### config.mk
export PLATFORM = sky130hd
export DESIGN_NAME = cdffr_pipe
export DESIGN_NICKNAME = d
export VERILOG_FILES = /design/src/rtl/cdffr_pipe.sv
export SDC_FILE = /design/constraint.sdc
export NUM_CORES = 1
export LEC_CHECK = 0
export CAP_MARGIN = 40
export CORE_MARGIN = 3
export CORE_UTILIZATION = 40
export CTS_CLUSTER_SIZE = 8
export DETAILED_ROUTE_END_ITERATION = 10
export PLACE_DENSITY = 0.66
export RECOVER_POWER = 100
export SKIP_LAST_GASP = 1
export SYNTH_ARGS = -nofsm -noshare
export SYNTH_HDL_FRONTEND = slang
export SYNTH_SLANG_ARGS = --single-unit
### constraint.sdc
create_clock -name clk -period 4.7 [get_ports clk]
set_input_delay 0.47 -clock clk [delete_from_list [all_inputs] [get_ports clk]]
set_output_delay 0.47 -clock clk [all_outputs]
set_load 0.02 [all_outputs]
### src/rtl/cdffr_pipe.sv
// Elastic DEPTH-stage register pipeline with valid/ready handshake, stall (e), flush (c) and occupancy count.
// Optional build macro CDFFR_PIPE_DATA_CLR_EN: flush also reloads the data registers with INIT.

module cdffr_pipe_chk #(
    parameter int DEPTH = 2,
    parameter int CW    = 2
) (
    input logic          clk,
    input logic          rst_n,
    input logic [CW-1:0] count
);
    a_count_max: assert property (@(posedge clk) disable iff (!rst_n) 32'(count) <= DEPTH)
        else $error("cdffr_pipe: count exceeds DEPTH");
endmodule

module cdffr_pipe #(
    parameter type T     = logic [31:0],
    parameter int  DEPTH = 2,
    parameter T    INIT  = '0,
    localparam int CW    = $clog2(DEPTH + 1)
) (
    input  logic          clk,
    input  logic          rst_n,
    input  logic          c,
    input  logic          e,
    input  logic          in_valid_i,
    output logic          in_ready_o,
    input  T              in_data_i,
    output logic          out_valid_o,
    input  logic          out_ready_i,
    output T              out_data_o,
    output logic [CW-1:0] count_o
);

    if (DEPTH < 1 || DEPTH > 16) begin : g_bad_depth
        $error("cdffr_pipe: DEPTH must be in 1..16");
    end

    logic [DEPTH-1:0] v_r;
    T                 data_r [DEPTH];
    logic [DEPTH-1:0] rdy_s;
    logic [DEPTH-1:0] src_v_s;
    T                 src_d_s [DEPTH];
    logic [CW-1:0]    count_r;
    logic             eff_s;
    logic             in_xfer_s;
    logic             out_xfer_s;

    // Ready ripples from the output end: a stage can load if it is empty or its occupant moves on.
    always_comb begin
        rdy_s = '0;
        rdy_s[DEPTH-1] = ~v_r[DEPTH-1] | out_ready_i;
        for (int i = DEPTH - 2; i >= 0; i--) begin
            rdy_s[i] = ~v_r[i] | rdy_s[i+1];
        end
    end

    // Source of each stage: upstream port for stage 0, previous stage otherwise.
    always_comb begin
        src_v_s    = '0;
        src_v_s[0] = in_valid_i;
        src_d_s[0] = in_data_i;
        for (int i = 1; i < DEPTH; i++) begin
            src_v_s[i] = v_r[i-1];
            src_d_s[i] = data_r[i-1];
        end
    end

    assign eff_s       = e & ~c;
    assign in_ready_o  = rst_n & eff_s & rdy_s[0];
    assign out_valid_o = eff_s & v_r[DEPTH-1];
    assign out_data_o  = data_r[DEPTH-1];
    assign in_xfer_s   = in_valid_i & in_ready_o;
    assign out_xfer_s  = out_valid_o & out_ready_i;
    assign count_o     = count_r;

    // Valid bits: flush empties the pipe, enabled stages take their source's valid.
    always_ff @(posedge clk or negedge rst_n) begin
        if (!rst_n) begin
            v_r <= '0;
        end else if (c) begin
            v_r <= '0;
        end else if (e) begin
            for (int i = 0; i < DEPTH; i++) begin
                if (rdy_s[i]) begin
                    v_r[i] <= src_v_s[i];
                end else begin
                    v_r[i] <= v_r[i];
                end
            end
        end else begin
            v_r <= v_r;
        end
    end

    // Data registers load only from valid sources so bubbles do not toggle them.
    always_ff @(posedge clk or negedge rst_n) begin
        if (!rst_n) begin
            for (int i = 0; i < DEPTH; i++) begin
                data_r[i] <= INIT;
            end
        end else if (c) begin
            for (int i = 0; i < DEPTH; i++) begin
`ifdef CDFFR_PIPE_DATA_CLR_EN
                data_r[i] <= INIT;
`else
                data_r[i] <= data_r[i];
`endif
            end
        end else if (e) begin
            for (int i = 0; i < DEPTH; i++) begin
                if (rdy_s[i] && src_v_s[i]) begin
                    data_r[i] <= src_d_s[i];
                end else begin
                    data_r[i] <= data_r[i];
                end
            end
        end else begin
            for (int i = 0; i < DEPTH; i++) begin
                data_r[i] <= data_r[i];
            end
        end
    end

    // Occupancy tracks accepted minus delivered items; transfers are already gated by eff.
    always_ff @(posedge clk or negedge rst_n) begin
        if (!rst_n) begin
            count_r <= '0;
        end else if (c) begin
            count_r <= '0;
        end else if (e) begin
            count_r <= count_r + CW'(in_xfer_s) - CW'(out_xfer_s);
        end else begin
            count_r <= count_r;
        end
    end

    cdffr_pipe_chk #(.DEPTH(DEPTH), .CW(CW)) u_chk (
        .clk   (clk),
        .rst_n (rst_n),
        .count (count_r)
    );

endmodule
### Yosys cells after proc, flatten, opt, wreduce, memory -nomap -nowiden

Cells that the tools add are included.
W data, S select, Z words.

* register bits after elaboration: 68
* bits in latches: 0
* memory bits (writable): 0
* memory bits (read-only): 0
* output and inout bits: 36
* logic and storage cells: 33
* memories: 0

* $add $sub $neg: 2
* multipliers: 0
* divide/modulo/power cells: 0
* $lt $le $gt $ge: 0
* equal/unequal tests: 0
* shifts and indexed selects: 0
* muxes and demuxes: 6
* bitwise gates (word level): 11
* reductions and logical operators: 9

Operators with widths (number)
* $mux W2: 4
* $and A1 B1 Y1: 6
* $reduce_and A3 Y1: 2
* $reduce_bool A2 Y1: 3
* $reduce_and A2 Y1: 2
* $not A1 Y1: 3
* $add A2 B1 Y2: 1
* $logic_and A1 B1 Y1: 2
* $mux W1: 2
* $or A1 B1 Y1: 2
* $sub A2 B1 Y2: 1

### Depth between registers and ports, before layout

* depth in word-level cells: 9
* depth in mapped cells: 10
* depth with buffers taken out: 9

### Worst setup path before layout

No wires, ideal clock.

* kind: in2reg
* start: input port e
* end: register count_r[1] (netlist: count_o[1])
* arrival time: 2.000 ns
* data required time: 4.580 ns
* path slack: 2.579 ns
* cell stages on the path: 10
* path buffers: 1
* cells stage by stage: buf_6 > nor2b_4 > and3_1 > nand2_1 > ha_1 > inv_1 > ha_1 > xor2_1 > a21oi_1 > a31o_2

* longest elaborated chain between the ends: 8

RTL lines
* start: declaration: RTL line 25 `input logic e,`
* $and A1 B1 Y1: RTL line 69 `assign eff_s = e & ~c;`
* $and A1 B1 Y1 (2 in a row): RTL line 70 `assign in_ready_o = rst_n & eff_s & rdy_s[0];`
* via in_ready_o: RTL line 27 `output logic in_ready_o,`
* $and A1 B1 Y1: RTL line 73 `assign in_xfer_s = in_valid_i & in_ready_o;`
* $add A2 B1 Y2: RTL line 132 `count_r <= count_r + CW'(in_xfer_s) - CW'(out_xfer_s);`
* $sub A2 B1 Y2: RTL line 132
* $mux W2: RTL line 131 `end else if (e) begin`
* $mux W2: RTL line 129 `end else if (c) begin`
* end signal: assignment: RTL line 132
* end signal: assignment: RTL line 134 `count_r <= count_r;`
* end: declaration: RTL line 44 `logic [CW-1:0] count_r;`

The timed path passes the listed nets, and every way through them passes these cells. The select of a mux whose other input is x is not followed.
A chain may end at the register's enable or synchronous reset.

### Final worst setup path

* start: input port e
* end: register data_r[37] (netlist name)

* longest elaborated chain between the ends: 1

RTL lines
* $reduce_and A3 Y1 (no line)
* end signal: indexed assignment: RTL line 107 `data_r[i] <= data_r[i];`
* end signal: indexed assignment: RTL line 113 `data_r[i] <= src_d_s[i];`
* end signal: indexed assignment: RTL line 115 `data_r[i] <= data_r[i];`
* end: declaration: RTL line 40 `T data_r [DEPTH];`

Every way passes these cells.

==> results.txt <==
Minimum setup slack among reg-to-reg paths -> 2.30 ns
Placement Setup Slack -> 2.00 ns
Final setup viols -> 0
Netlist cell types -> 22
Number of clock sinks seen by CTS -> 68
Routed len/inst -> 14.8 um
Crit path setup slack, layout -> 1.63 ns
LEAKAGE -> 1.64 nW
Clock Latency Late Sink -> 0.33 ns
Floorplan die height -> 95.8 um
Slew Limit Fails -> 99
HPWL Detailed -> 3430 um
Max incr delay on CP -> 1.34 ns
Largest clock skew in the final design -> 0.0109 ns
Number of global-route vias before repair -> 1652
Post-CTS sizing -> 0
Post-placement cell area -> 3710 um^2
Yosys Warn Count -> 0
Vias per cell -> 4.50
Post-Syn Area per Cell -> 16.3 um^2
Violated checks -> capacitance limit, slew limit
NumNets Final -> 283
Kind of launch point of the worst setup path -> input pin
Endpoint required time on the critical path -> 4.91 ns
Detail Route Antenna Nets -> 0
Final weighted congestion in routability-driven placement -> 0.720
Remaining Overflow, GRT -> 0
Placeable core area -> 7770 um^2
Chain of cells forming the critical path -> dlygate4sd3_1, nor2b_1, and3_1, mux2_2
Effective utilization at floorplan -> 0.415
Worst Path Class, Setup -> in2reg
Pwr Density -> 483 nW/um^2
Clock root cell -> clkbuf_8
Min cycle time layout -> 3.07 ns
Routed via count -> 1571
Nature of the critical path endpoint -> register
Hold Buf Count CTS -> 0
Normalized max-slew margin -> -0.208
Final setup TNS -> 0 ns
Global-route wire length before repair -> 8430 um
Clock tree from TritonCTS -> done
Critical path data arrival time -> 3.27 ns
Top-level port count -> 74
Worst hold path type -> reg2reg
H-tree level count -> 3
Buffer depth of the longest clock path -> 2
Syn-to-layout area delta -> 13.7%
Total CTS buffers -> 9
Run status -> finished with violations
Die X-Extent -> 95.8 um
Post-route DRC violation count -> 0
Number of DRC markers after the initial detailed-route iteration -> 27
Maximum vdd ir drop -> 154 uV
Final Instance Area -> 3660 um^2
Syn Std Cell Area -> 3220 um^2
Cell family with most CP delay -> simple AND/OR/NAND/NOR gates
Achievable frequency -> 0.326 GHz
Cell with the biggest individual delay on the critical path -> and3_1
Row cnt -> 32
Setup repair after global routing missed its margin -> false
Net count of the mapped netlist -> 238
Final WL -> 5160 um
Number of antenna violations at the first check in global routing -> 0
Gr usage total -> 0.122
Slew at the pin closest to its max-slew limit -> 1.81 ns
Total of buffers placed on input and output ports -> 73
Overall Power -> 1.77 mW
FF+latch count, synth -> 68
Synthesized instance count -> 198
Antenna fix cells -> 0
Buffers plus inverters on the worst setup path -> 1
Total die area -> 9170 um^2
Ratio of cells with drive above 1 in the final layout -> 0.0972
Final worst-path cycle share -> 0.652
Final hold violation count -> 0
Maximum fanout along the worst path -> 32
Max-cap violation count -> 3
Clock transition at the registers of the reported paths -> 0.06 ns
Number of iterations in the first detailed-routing pass -> 2
Postcts setup bufs -> 0
Maximum number of pins on one net before global-route repair -> 37
Sequential-to-total area share from yosys stat -> 0.528
synth_stat cells:
| library cell | instances | area (um^2) |
|---|---|---|
| nand2_1 | 3 | 11.3 |
| buf_4 | 32 | 240 |
| nor2b_4 | 1 | 13.8 |
| buf_12 | 6 | 120 |
| xor2_1 | 1 | 8.76 |
| nor2_1 | 3 | 11.3 |
| inv_1 | 1 | 3.75 |
| buf_6 | 3 | 33.8 |
| nand2b_1 | 2 | 12.5 |
| a22oi_1 | 1 | 7.51 |
| a21oi_1 | 2 | 10.0 |
| a31o_2 | 1 | 8.76 |
| dfrtp_1 | 68 | 1700 |
| mux2_4 | 60 | 901 |
| mux2_2 | 4 | 45.0 |
| and3_1 | 2 | 12.5 |
| ha_1 | 2 | 25.0 |
| a21bo_2 | 1 | 10.0 |
| and3_4 | 2 | 22.5 |
| mux2i_1 | 1 | 10.0 |
| nand3b_1 | 1 | 7.51 |
| and2_1 | 1 | 6.26 |
logic make-up (layout without fill, tap and decap cells):
logic type                 Yosys count  in the layout  synth area share
AOI/OAI and AO/OA                    5              5            0.0113
xor gates and xnor gates             1              1           0.00272
muxes                               65             65             0.297
buffers and inverters               42             91             0.123
DFF                                 68             68             0.528
adders and majority gates            2              2           0.00776
and+or+nand+nor                     15             15            0.0303
flip-flops by register name, indices dropped and copies added, names as in the netlist:
| signal | count |
|---|---|
| data_r | 32 |
| v_r | 2 |
| out_data_o | 32 |
| count_o | 2 |
layer usage:
metal,GRT usage,share of wire
met4,0.0640,0.010
met5,0,0
met2,0.169,0.47
met1,0.175,0.48
met3,0.0321,0.044
final timing paths:
kind | to | cells past startpoint | from
max | data_r[37]$_DFFE_PN0P_ | 4 | e
min | out_data_o[2]$_DFFE_PN0P_ | 1 | out_data_o[2]$_DFFE_PN0P_
max reg2reg | data_r[37]$_DFFE_PN0P_ | 3 | v_r[1]$_DFFE_PN0P_
min reg2reg | out_data_o[2]$_DFFE_PN0P_ | 1 | out_data_o[2]$_DFFE_PN0P_
max in group asynchronous | data_r[53]$_DFFE_PN0P_ | 2 | rst_n
min in group asynchronous | out_data_o[15]$_DFFE_PN0P_ | 2 | rst_n
layout by cell type, fill, tap and decap left out, types with 2 or more instances in the layout:
| cell type | count |
|---|---|
| dfrtp_1 | 68 |
| clkdlybuf4s50_1 | 34 |
| ha_1 | 2 |
| clkbuf_1 | 3 |
| mux2_4 | 3 |
| nand2_1 | 3 |
| clkinvlp_4 | 2 |
| a21oi_1 | 2 |
| mux2_2 | 4 |
| mux2_1 | 57 |
| dlygate4sd3_1 | 38 |
| clkbuf_8 | 10 |
| nor2_1 | 3 |
| and3_1 | 4 |
| nand2b_1 | 2 |
power by group:
group	switching, mW	internal [mW]	leakage, nW	total [mW]
registers	0.0724	0.740	0.827	0.812
logic	0.235	0.252	0.716	0.487
clock network	0.215	0.256	0.0914	0.471
per-stage QoR:
step,hold slack (ns),instances,util
after floorplan,0.174,198,-
after global placement,0.488,333,0.475
after detailed placement,0.491,334,0.478
after CTS,0.216,349,0.502
after global routing,0.493,349,0.472
final,0.476,349,0.472
layout make-up:
cell class,instances,area (um^2)
fillers,740,4100
flip-flops and latches,68,1700
multi-input cells,88,892
repair buffers,75,748
clock buffers,11,141
well taps,102,128
clock inverters,4,50.0
inverters,1,3.75
No activity file was read; power rests on OpenSTA's default activity.
